==> config.mk <==
export PLATFORM = sky130hd
export DESIGN_NAME = hdc_bundle_accumulator_flat
export DESIGN_NICKNAME = d
export VERILOG_FILES = /design/src/rtl/hdc_pkg.sv /design/src/rtl/hdc_bundle_accumulator_if.sv /design/src/rtl/hdc_sat_lane.sv /design/src/rtl/hdc_bundle_accumulator.sv /design/src/flat_wrapper.sv
export SDC_FILE = /design/constraint.sdc
export NUM_CORES = 2
export LEC_CHECK = 0
export CAP_MARGIN = 20
export CORE_MARGIN = 4
export CORE_UTILIZATION = 60
export DETAILED_ROUTE_END_ITERATION = 8
export PLACE_DENSITY = 0.83
export SKIP_LAST_GASP = 1
export SLEW_MARGIN = 30
export SYNTH_ARGS = -nofsm -noshare
export SYNTH_HDL_FRONTEND = slang
export SYNTH_SLANG_ARGS = --single-unit
==> constraint.sdc <==
create_clock -name clk -period 76.7 [get_ports clk]
set_input_delay 15.34 -clock clk [delete_from_list [all_inputs] [get_ports clk]]
set_output_delay 15.34 -clock clk [all_outputs]
set_load 0.02 [all_outputs]
==> src/rtl/hdc_pkg.sv <==
// Shared state encoding, output-mode constants and the saturating adder
// used by every accumulator lane of the HDC bundler.
package hdc_pkg;

  typedef enum logic [1:0] {
    S_IDLE  = 2'd0,
    S_ACCUM = 2'd1,
    S_DRAIN = 2'd2
  } bundle_state_t;

  localparam int OUTPUT_MODE_SUM     = 0;
  localparam int OUTPUT_MODE_BIPOLAR = 1;

  typedef struct packed {
    logic               ovf;
    logic signed [63:0] value;
  } sat_result_t;

  // Operands arrive sign-extended to 64 bits; the 65-bit sum cannot wrap.
  function automatic sat_result_t sat_add(input logic signed [63:0] a,
                                          input logic signed [63:0] b,
                                          input int width);
    logic signed [64:0] sum;
    logic signed [64:0] hi;
    logic signed [64:0] lo;
    sat_result_t        res;
    sum     = 65'(a) + 65'(b);
    hi      = (65'sd1 <<< (width - 1)) - 65'sd1;
    lo      = -hi - 65'sd1;
    res.ovf = 1'b0;
    if (sum > hi) begin
      res.value = 64'(hi);
      res.ovf   = 1'b1;
    end else if (sum < lo) begin
      res.value = 64'(lo);
      res.ovf   = 1'b1;
    end else begin
      res.value = 64'(sum);
    end
    return res;
  endfunction

endpackage

==> src/rtl/hdc_bundle_accumulator_if.sv <==
// Input and output chunk streams of the bundle accumulator (ready/valid).
interface hdc_bundle_accumulator_if #(
  parameter int NUM_PARALLEL_KERNELS = 4,
  parameter int ELEMENT_WIDTH        = 8,
  parameter int ACC_WIDTH            = 16
);
  logic                                      in_valid;
  logic                                      in_ready;
  logic [NUM_PARALLEL_KERNELS*ELEMENT_WIDTH-1:0] in_chunk;
  logic                                      in_last;
  logic                                      out_valid;
  logic                                      out_ready;
  logic [NUM_PARALLEL_KERNELS*ACC_WIDTH-1:0] out_chunk;
  logic                                      out_last;

  modport master (
    output in_valid, in_chunk, in_last, out_ready,
    input  in_ready, out_valid, out_chunk, out_last
  );

  modport slave (
    input  in_valid, in_chunk, in_last, out_ready,
    output in_ready, out_valid, out_chunk, out_last
  );
endinterface

==> src/rtl/hdc_sat_lane.sv <==
// One accumulator element: saturating add (or clear) and the bipolar sign
// of the current accumulator value.
module hdc_sat_lane
  import hdc_pkg::*;
#(
  parameter int ELEMENT_WIDTH = 8,
  parameter int ACC_WIDTH     = 16
) (
  input  logic signed [ACC_WIDTH-1:0]     acc,
  input  logic signed [ELEMENT_WIDTH-1:0] elem,
  input  logic                            clear,
  output logic signed [ACC_WIDTH-1:0]     sum,
  output logic                            ovf,
  output logic signed [ACC_WIDTH-1:0]     bipolar
);
  sat_result_t res;

  always_comb begin
    res     = sat_add(64'(acc), 64'(elem), ACC_WIDTH);
    sum     = clear ? '0 : ACC_WIDTH'(res.value);
    ovf     = res.ovf & ~clear;
    // Zero counts as positive so ties resolve to +1.
    bipolar = acc[ACC_WIDTH-1] ? '1 : ACC_WIDTH'(1);
  end
endmodule

==> src/rtl/hdc_bundle_accumulator.sv <==
// Streaming multi-vector bundler: accumulates chunks of signed elements into
// a saturating per-element array and drains raw sums or bipolar majority.
module hdc_bundle_accumulator
  import hdc_pkg::*;
#(
  parameter int ELEMENT_WIDTH          = 8,
  parameter int ACC_WIDTH              = 16,
  parameter int HYPERVECTOR_DIMENSIONS = 100,
  parameter int NUM_PARALLEL_KERNELS   = 4,
  parameter int MAX_BUNDLE             = 255,
  parameter int OUTPUT_MODE            = 1,
  localparam int VEC_COUNT_WIDTH       = $clog2(MAX_BUNDLE + 1)
) (
  input  logic                       clk,
  input  logic                       reset,
  input  logic                       start,
  hdc_bundle_accumulator_if.slave    bus,
  output logic                       busy,
  output logic                       overflow,
  output logic [VEC_COUNT_WIDTH-1:0] vec_count,
  output logic                       done
);
  localparam int K          = NUM_PARALLEL_KERNELS;
  localparam int NUM_CHUNKS = (HYPERVECTOR_DIMENSIONS + K - 1) / K;
  localparam int IDX_WIDTH  = (NUM_CHUNKS > 1) ? $clog2(NUM_CHUNKS) : 1;
  localparam logic [IDX_WIDTH-1:0] LAST_CHUNK = IDX_WIDTH'(NUM_CHUNKS - 1);
  localparam logic [VEC_COUNT_WIDTH-1:0] LAST_VEC = VEC_COUNT_WIDTH'(MAX_BUNDLE - 1);

  bundle_state_t                            state_reg;
  logic [IDX_WIDTH-1:0]                     chunk_idx_reg;
  logic [IDX_WIDTH-1:0]                     drain_idx_reg;
  logic [VEC_COUNT_WIDTH-1:0]               vec_count_reg;
  logic                                     overflow_reg;
  logic                                     done_reg;
  logic [NUM_CHUNKS-1:0][K-1:0][ACC_WIDTH-1:0] acc_reg;

  logic [IDX_WIDTH-1:0]         row;
  logic [K-1:0][ACC_WIDTH-1:0]  lane_sum;
  logic [K-1:0][ACC_WIDTH-1:0]  lane_bipolar;
  logic [K-1:0]                 lane_ovf;
  logic [K-1:0]                 lane_live;
  logic                         draining;
  logic                         in_fire;
  logic                         out_fire;

  assign draining = (state_reg == S_DRAIN);
  assign row      = draining ? drain_idx_reg : chunk_idx_reg;
  assign in_fire  = bus.in_valid && (state_reg == S_ACCUM);
  assign out_fire = bus.out_ready && draining;

  // The lanes serve the accumulating row in S_ACCUM and clear the drained row.
  generate
    for (genvar gi = 0; gi < K; gi++) begin : g_lane
      localparam bit PAD = ((NUM_CHUNKS - 1) * K + gi) >= HYPERVECTOR_DIMENSIONS;

      assign lane_live[gi] = !(PAD && (row == LAST_CHUNK));

      hdc_sat_lane #(
        .ELEMENT_WIDTH (ELEMENT_WIDTH),
        .ACC_WIDTH     (ACC_WIDTH)
      ) u_lane (
        .acc     (acc_reg[row][gi]),
        .elem    (bus.in_chunk[gi*ELEMENT_WIDTH +: ELEMENT_WIDTH]),
        .clear   (draining),
        .sum     (lane_sum[gi]),
        .ovf     (lane_ovf[gi]),
        .bipolar (lane_bipolar[gi])
      );

      assign bus.out_chunk[gi*ACC_WIDTH +: ACC_WIDTH] =
          !(draining && lane_live[gi])          ? '0 :
          (OUTPUT_MODE == OUTPUT_MODE_BIPOLAR)  ? lane_bipolar[gi] :
                                                  acc_reg[row][gi];
    end
  endgenerate

  assign bus.in_ready  = (state_reg == S_ACCUM);
  assign bus.out_valid = draining;
  assign bus.out_last  = draining && (drain_idx_reg == LAST_CHUNK);
  assign busy          = (state_reg != S_IDLE);
  assign overflow      = overflow_reg;
  assign vec_count     = vec_count_reg;
  assign done          = done_reg;

  // Padding lanes are never written, so they stay zero from reset onward.
  always_ff @(posedge clk or posedge reset) begin
    if (reset) begin
      acc_reg <= '0;
    end else if (in_fire || out_fire) begin
      for (int k = 0; k < K; k++) begin
        if (lane_live[k]) begin
          acc_reg[row][k] <= lane_sum[k];
        end
      end
    end
  end

  always_ff @(posedge clk or posedge reset) begin
    if (reset) begin
      state_reg     <= S_IDLE;
      chunk_idx_reg <= '0;
      drain_idx_reg <= '0;
      vec_count_reg <= '0;
      overflow_reg  <= 1'b0;
      done_reg      <= 1'b0;
    end else begin
      done_reg <= 1'b0;
      case (state_reg)
        S_IDLE: begin
          if (start) begin
            state_reg     <= S_ACCUM;
            vec_count_reg <= '0;
            overflow_reg  <= 1'b0;
            chunk_idx_reg <= '0;
          end
        end
        S_ACCUM: begin
          if (bus.in_valid) begin
            if (|(lane_ovf & lane_live)) begin
              overflow_reg <= 1'b1;
            end
            if (chunk_idx_reg == LAST_CHUNK) begin
              chunk_idx_reg <= '0;
              vec_count_reg <= vec_count_reg + VEC_COUNT_WIDTH'(1);
              if (bus.in_last || (vec_count_reg == LAST_VEC)) begin
                state_reg     <= S_DRAIN;
                drain_idx_reg <= '0;
              end
            end else begin
              chunk_idx_reg <= chunk_idx_reg + IDX_WIDTH'(1);
            end
          end
        end
        S_DRAIN: begin
          if (bus.out_ready) begin
            if (drain_idx_reg == LAST_CHUNK) begin
              state_reg     <= S_IDLE;
              drain_idx_reg <= '0;
              done_reg      <= 1'b1;
            end else begin
              drain_idx_reg <= drain_idx_reg + IDX_WIDTH'(1);
            end
          end
        end
        default: state_reg <= S_IDLE;
      endcase
    end
  end
endmodule
==> src/flat_wrapper.sv <==
// flat-port wrapper written by rule: the top's interface ports become plain ports
module hdc_bundle_accumulator_flat import hdc_pkg::*;
#(
  parameter int ELEMENT_WIDTH          = 8,
  parameter int ACC_WIDTH              = 16,
  parameter int HYPERVECTOR_DIMENSIONS = 100,
  parameter int NUM_PARALLEL_KERNELS   = 4,
  parameter int MAX_BUNDLE             = 255,
  parameter int OUTPUT_MODE            = 1,
  localparam int VEC_COUNT_WIDTH       = $clog2(MAX_BUNDLE + 1)
)
  (clk, reset, start, busy, overflow, vec_count, done, bus_in_valid, bus_in_chunk, bus_in_last, bus_out_ready, bus_in_ready, bus_out_valid, bus_out_chunk, bus_out_last);
  hdc_bundle_accumulator_if #(.NUM_PARALLEL_KERNELS(NUM_PARALLEL_KERNELS), .ELEMENT_WIDTH(ELEMENT_WIDTH), .ACC_WIDTH(ACC_WIDTH)) bus_i ();
  input  logic clk;
  input  logic reset;
  input  logic start;
  output logic busy;
  output logic overflow;
  output logic [VEC_COUNT_WIDTH-1:0] vec_count;
  output logic done;
  input wire logic [$bits(bus_i.in_valid)-1:0] bus_in_valid;
  input wire logic [$bits(bus_i.in_chunk)-1:0] bus_in_chunk;
  input wire logic [$bits(bus_i.in_last)-1:0] bus_in_last;
  input wire logic [$bits(bus_i.out_ready)-1:0] bus_out_ready;
  output wire logic [$bits(bus_i.in_ready)-1:0] bus_in_ready;
  output wire logic [$bits(bus_i.out_valid)-1:0] bus_out_valid;
  output wire logic [$bits(bus_i.out_chunk)-1:0] bus_out_chunk;
  output wire logic [$bits(bus_i.out_last)-1:0] bus_out_last;
  assign bus_i.in_valid = bus_in_valid;
  assign bus_i.in_chunk = bus_in_chunk;
  assign bus_i.in_last = bus_in_last;
  assign bus_i.out_ready = bus_out_ready;
  assign bus_in_ready = bus_i.in_ready;
  assign bus_out_valid = bus_i.out_valid;
  assign bus_out_chunk = bus_i.out_chunk;
  assign bus_out_last = bus_i.out_last;
  hdc_bundle_accumulator #(.ELEMENT_WIDTH(ELEMENT_WIDTH), .ACC_WIDTH(ACC_WIDTH), .HYPERVECTOR_DIMENSIONS(HYPERVECTOR_DIMENSIONS), .NUM_PARALLEL_KERNELS(NUM_PARALLEL_KERNELS), .MAX_BUNDLE(MAX_BUNDLE), .OUTPUT_MODE(OUTPUT_MODE)) u_core (.clk(clk), .reset(reset), .start(start), .bus(bus_i), .busy(busy), .overflow(overflow), .vec_count(vec_count), .done(done));
endmodule
==> results.md <==
- Number of standard-cell rows in the floorplan: 126
- Period utilisation layout: 0.2978
- Highest-delay cell along the critical path: sky130_fd_sc_hd__buf_4
- Wire length of the first global-routing pass: 335700 um
- CTS H-tree depth: 4
- Worst flop-to-flop path startpoint: u_core.state_reg[0]
- Most common cell in the netlist: sky130_fd_sc_hd__dfrtp_1
- Effective utilization at floorplan: 0.6050
- Maximum fanout along the worst path: 66
- Antenna violations before repair: 3
- Worst EP required: 61.36 ns
- Number of buffers on the longest clock path: 3
- Global-route usage over all layers: 0.3378
- Hold WC Path Type: reg2reg
- Post-Route Skew: 0.03334 ns
- Floorplan die area: 124800 um2
- Type of origin of the critical path: flip-flop
- Average wire per standard cell: 23.93 um
- Port buffer count: 115
- Seq cells post-synth: 1622
- Number of placed I/O pins: 116
- Reg-to-Reg End: u_core.acc_reg[798]
- Post-layout min period: 22.84 ns
- Gpl congestion: 0.8933
- Critical Path, Cell by Cell: nand2b_2 > buf_4 > inv_2 > buf_4 > nor3_1 > a31oi_4 > buf_4 > buf_4 > buf_4 > o22ai_1 > nor3_1 > nor3_1 > nor4_1 > and2_1 > clkdlybuf4s50_1
- Number of cells upsized or downsized after cts: 0
- Status: completed
- Fraction of registers with async set/reset: 1.000
- Number of flip-flops in the largest register: 1600
- Buffer count from post-CTS setup fixing: 0
- Element type at the critical path end: output port
- Number of violations of the max-capacitance limit: 0
- Number of enable flip-flop cells after synthesis: 0
- CTS tree: done
- Top delay family on crit path: buffers and inverters
- Dominant cells by area after synthesis: sky130_fd_sc_hd__dfrtp_1 57%, sky130_fd_sc_hd__o21ai_0 10%, sky130_fd_sc_hd__o22ai_1 6.8%
- Crit path depth: 15
- Timing endpoint of the critical path: bus_out_chunk[35]
- Total Routed Length: 215400 um
- Worst path max stage delay: 0.79 ns
- Library cell occupying the most area in the post-synthesis netlist: sky130_fd_sc_hd__dfrtp_1
- Antenna violation net count after detailed routing: 0
- Iter 0 DRT Violations: 8414
- Cell area after synthesis: 71540 um2
- Drt via density: 6.759
- Count of buffering cells on the critical path with inverters included: 7
- Via count of the first global-routing pass: 59683
- Sink count of the clock tree: 1622
- Via total after detailed routing: 60832
- Share of post-route cells with drive strength above 1: 0.07932
- Clock slew seen by the registers of the worst setup and hold paths: 0.06 ns
- RSZ-0062 raised after global routing: no
- Number of instances in the synthesized netlist: 7681
- Number of iterations in the first detailed-routing pass: 6
- Nets: 7438
- Syn_area_per_cell: 9.313 um2
- Sequential cell area in the final layout: 40590 um2
- Vertical die dimension: 353.3 um
- Arrival time reported for the critical path endpoint: 7.50 ns
- Core Box Area: 118200 um2
- Source of the worst hold timing path: u_core.acc_reg[745]
- Final hold viol count: 0
- Half-perimeter wire length after placement: 116400 um
- Fill cells: 8541
- Min Hold Slack: 0.4798 ns
- Clock Latency Late Sink: 0.80 ns
- Slew margin rel.: 0.2922
- Predominant post-synthesis flop cell: sky130_fd_sc_hd__dfrtp_1
- Transition time at the pin with the least slew margin: 1.047 ns
- Die extent in x: 353.3 um
- Most frequent cell on the critical path: sky130_fd_sc_hd__buf_4
- Depth of the worst register-to-register path: 25
- Critical Path Start: u_core.state_reg[0]
- Root Driver: sky130_fd_sc_hd__clkbuf_16
- DR DRC count: 0
- Largest net degree at the start of global routing: 182
- Worst R2R Setup Slack: 67.40 ns
- Worst-case setup margin in the final layout: 53.86 ns
- Number of buffers inserted during clock tree synthesis: 161
- Area share of the largest cell type after synthesis: 0.5674
- Worst-case setup slack after placement: 54.51 ns
- Count of unique library cells instantiated by Yosys: 73
- Remaining Overflow, GRT: 0
- Hold Buf Count CTS: 0
- Syn_nets: 7793
- Portion of the post-synthesis area used by sequential elements: 0.5674
- Type of the worst setup path: reg2out
- Number of pins with negative max-slew slack in the final report: 0
- Area of combinational cells with multiple inputs: 27840 um2
- Yosys warning count: 0
- # setup viols final: 0
- Total Negative Setup Slacks: 0 ns
- Synth cell count leaders: 1622 x sky130_fd_sc_hd__dfrtp_1, 1454 x sky130_fd_sc_hd__o21ai_0, 1252 x sky130_fd_sc_hd__nand2_1
- Maximum operating frequency: 0.04379 GHz
- Area Growth Syn to Fin: 9.907%
## final cells by class
type / count / share of cell area
Timing Repair Buffer: 253 / 0.03130
Sequential cell: 1622 / 0.5162
Antenna cell: 1 / 0.00003183
Clock inverter: 75 / 0.01272
Tap cell: 1536 / 0.02444
Clock buffer: 225 / 0.05953
Multi-Input combinational cell: 5257 / 0.3541
Inverter: 31 / 0.001575
## layout by cell type, fill, tap and decap left out, drive strengths merged, types with 43 or more instances in the layout
cell / instances
nand2: 1252
a21oi: 596
dfrtp: 1622
o22ai: 772
ha: 70
nor2: 532
o21ai: 1518
buf: 137
clkbuf: 226
clkdlybuf4s50: 115
nor4b: 57
nand3: 75
clkinv: 43
## kinds of logic after synthesis
group,Yosys count,synth area share
AOI/OAI and AO/OA,3046,0.2384
and+or+nand+nor,2049,0.1171
buffers and inverters,802,0.05200
xor gates and xnor gates,57,0.006979
adders and majority gates,75,0.01350
DFF,1622,0.5674
muxes,30,0.004652
## metal layers
layer,part of all wire,global-route usage,up-vias
li1,-,-,26266
met2,0.45,0.5135,4051
met1,0.38,0.4566,29685
met3,0.12,0.08847,826
met5,0.00012,0,-
met4,0.049,0.1619,4
## tightest hold or removal path, stage by stage (launching register included)
cell,delay (ns)
sky130_fd_sc_hd__dfrtp_1,0.34
sky130_fd_sc_hd__nand2_1,0.05
sky130_fd_sc_hd__o31ai_1,0.06
## worst min-delay path by stage
stage	end	slack, ns	depth (start not counted)
2_1_floorplan	u_core.state_reg[0]	0.44	1
3_5_place_dp	u_core.acc_reg[681]	0.47	2
4_1_cts	u_core.acc_reg[233]	0.48	2
3_3_place_gp	u_core.acc_reg[809]	0.46	2
5_1_grt	u_core.acc_reg[703]	0.49	2
6_report	u_core.acc_reg[745]	0.48	2
## per-stage QoR
stage                     instances  area, um2    util
after floorplan                7681      71540       -
after global placement         8681      72380  0.6122
after detailed placement       8685      72520  0.6133
after CTS                      8985      78200  0.6614
after global routing           8999      78620  0.6649
final                          9000      78620  0.6650
Power is not shown: default switching activity piles up to over one toggle a cycle in this logic, so the estimate is an artifact.
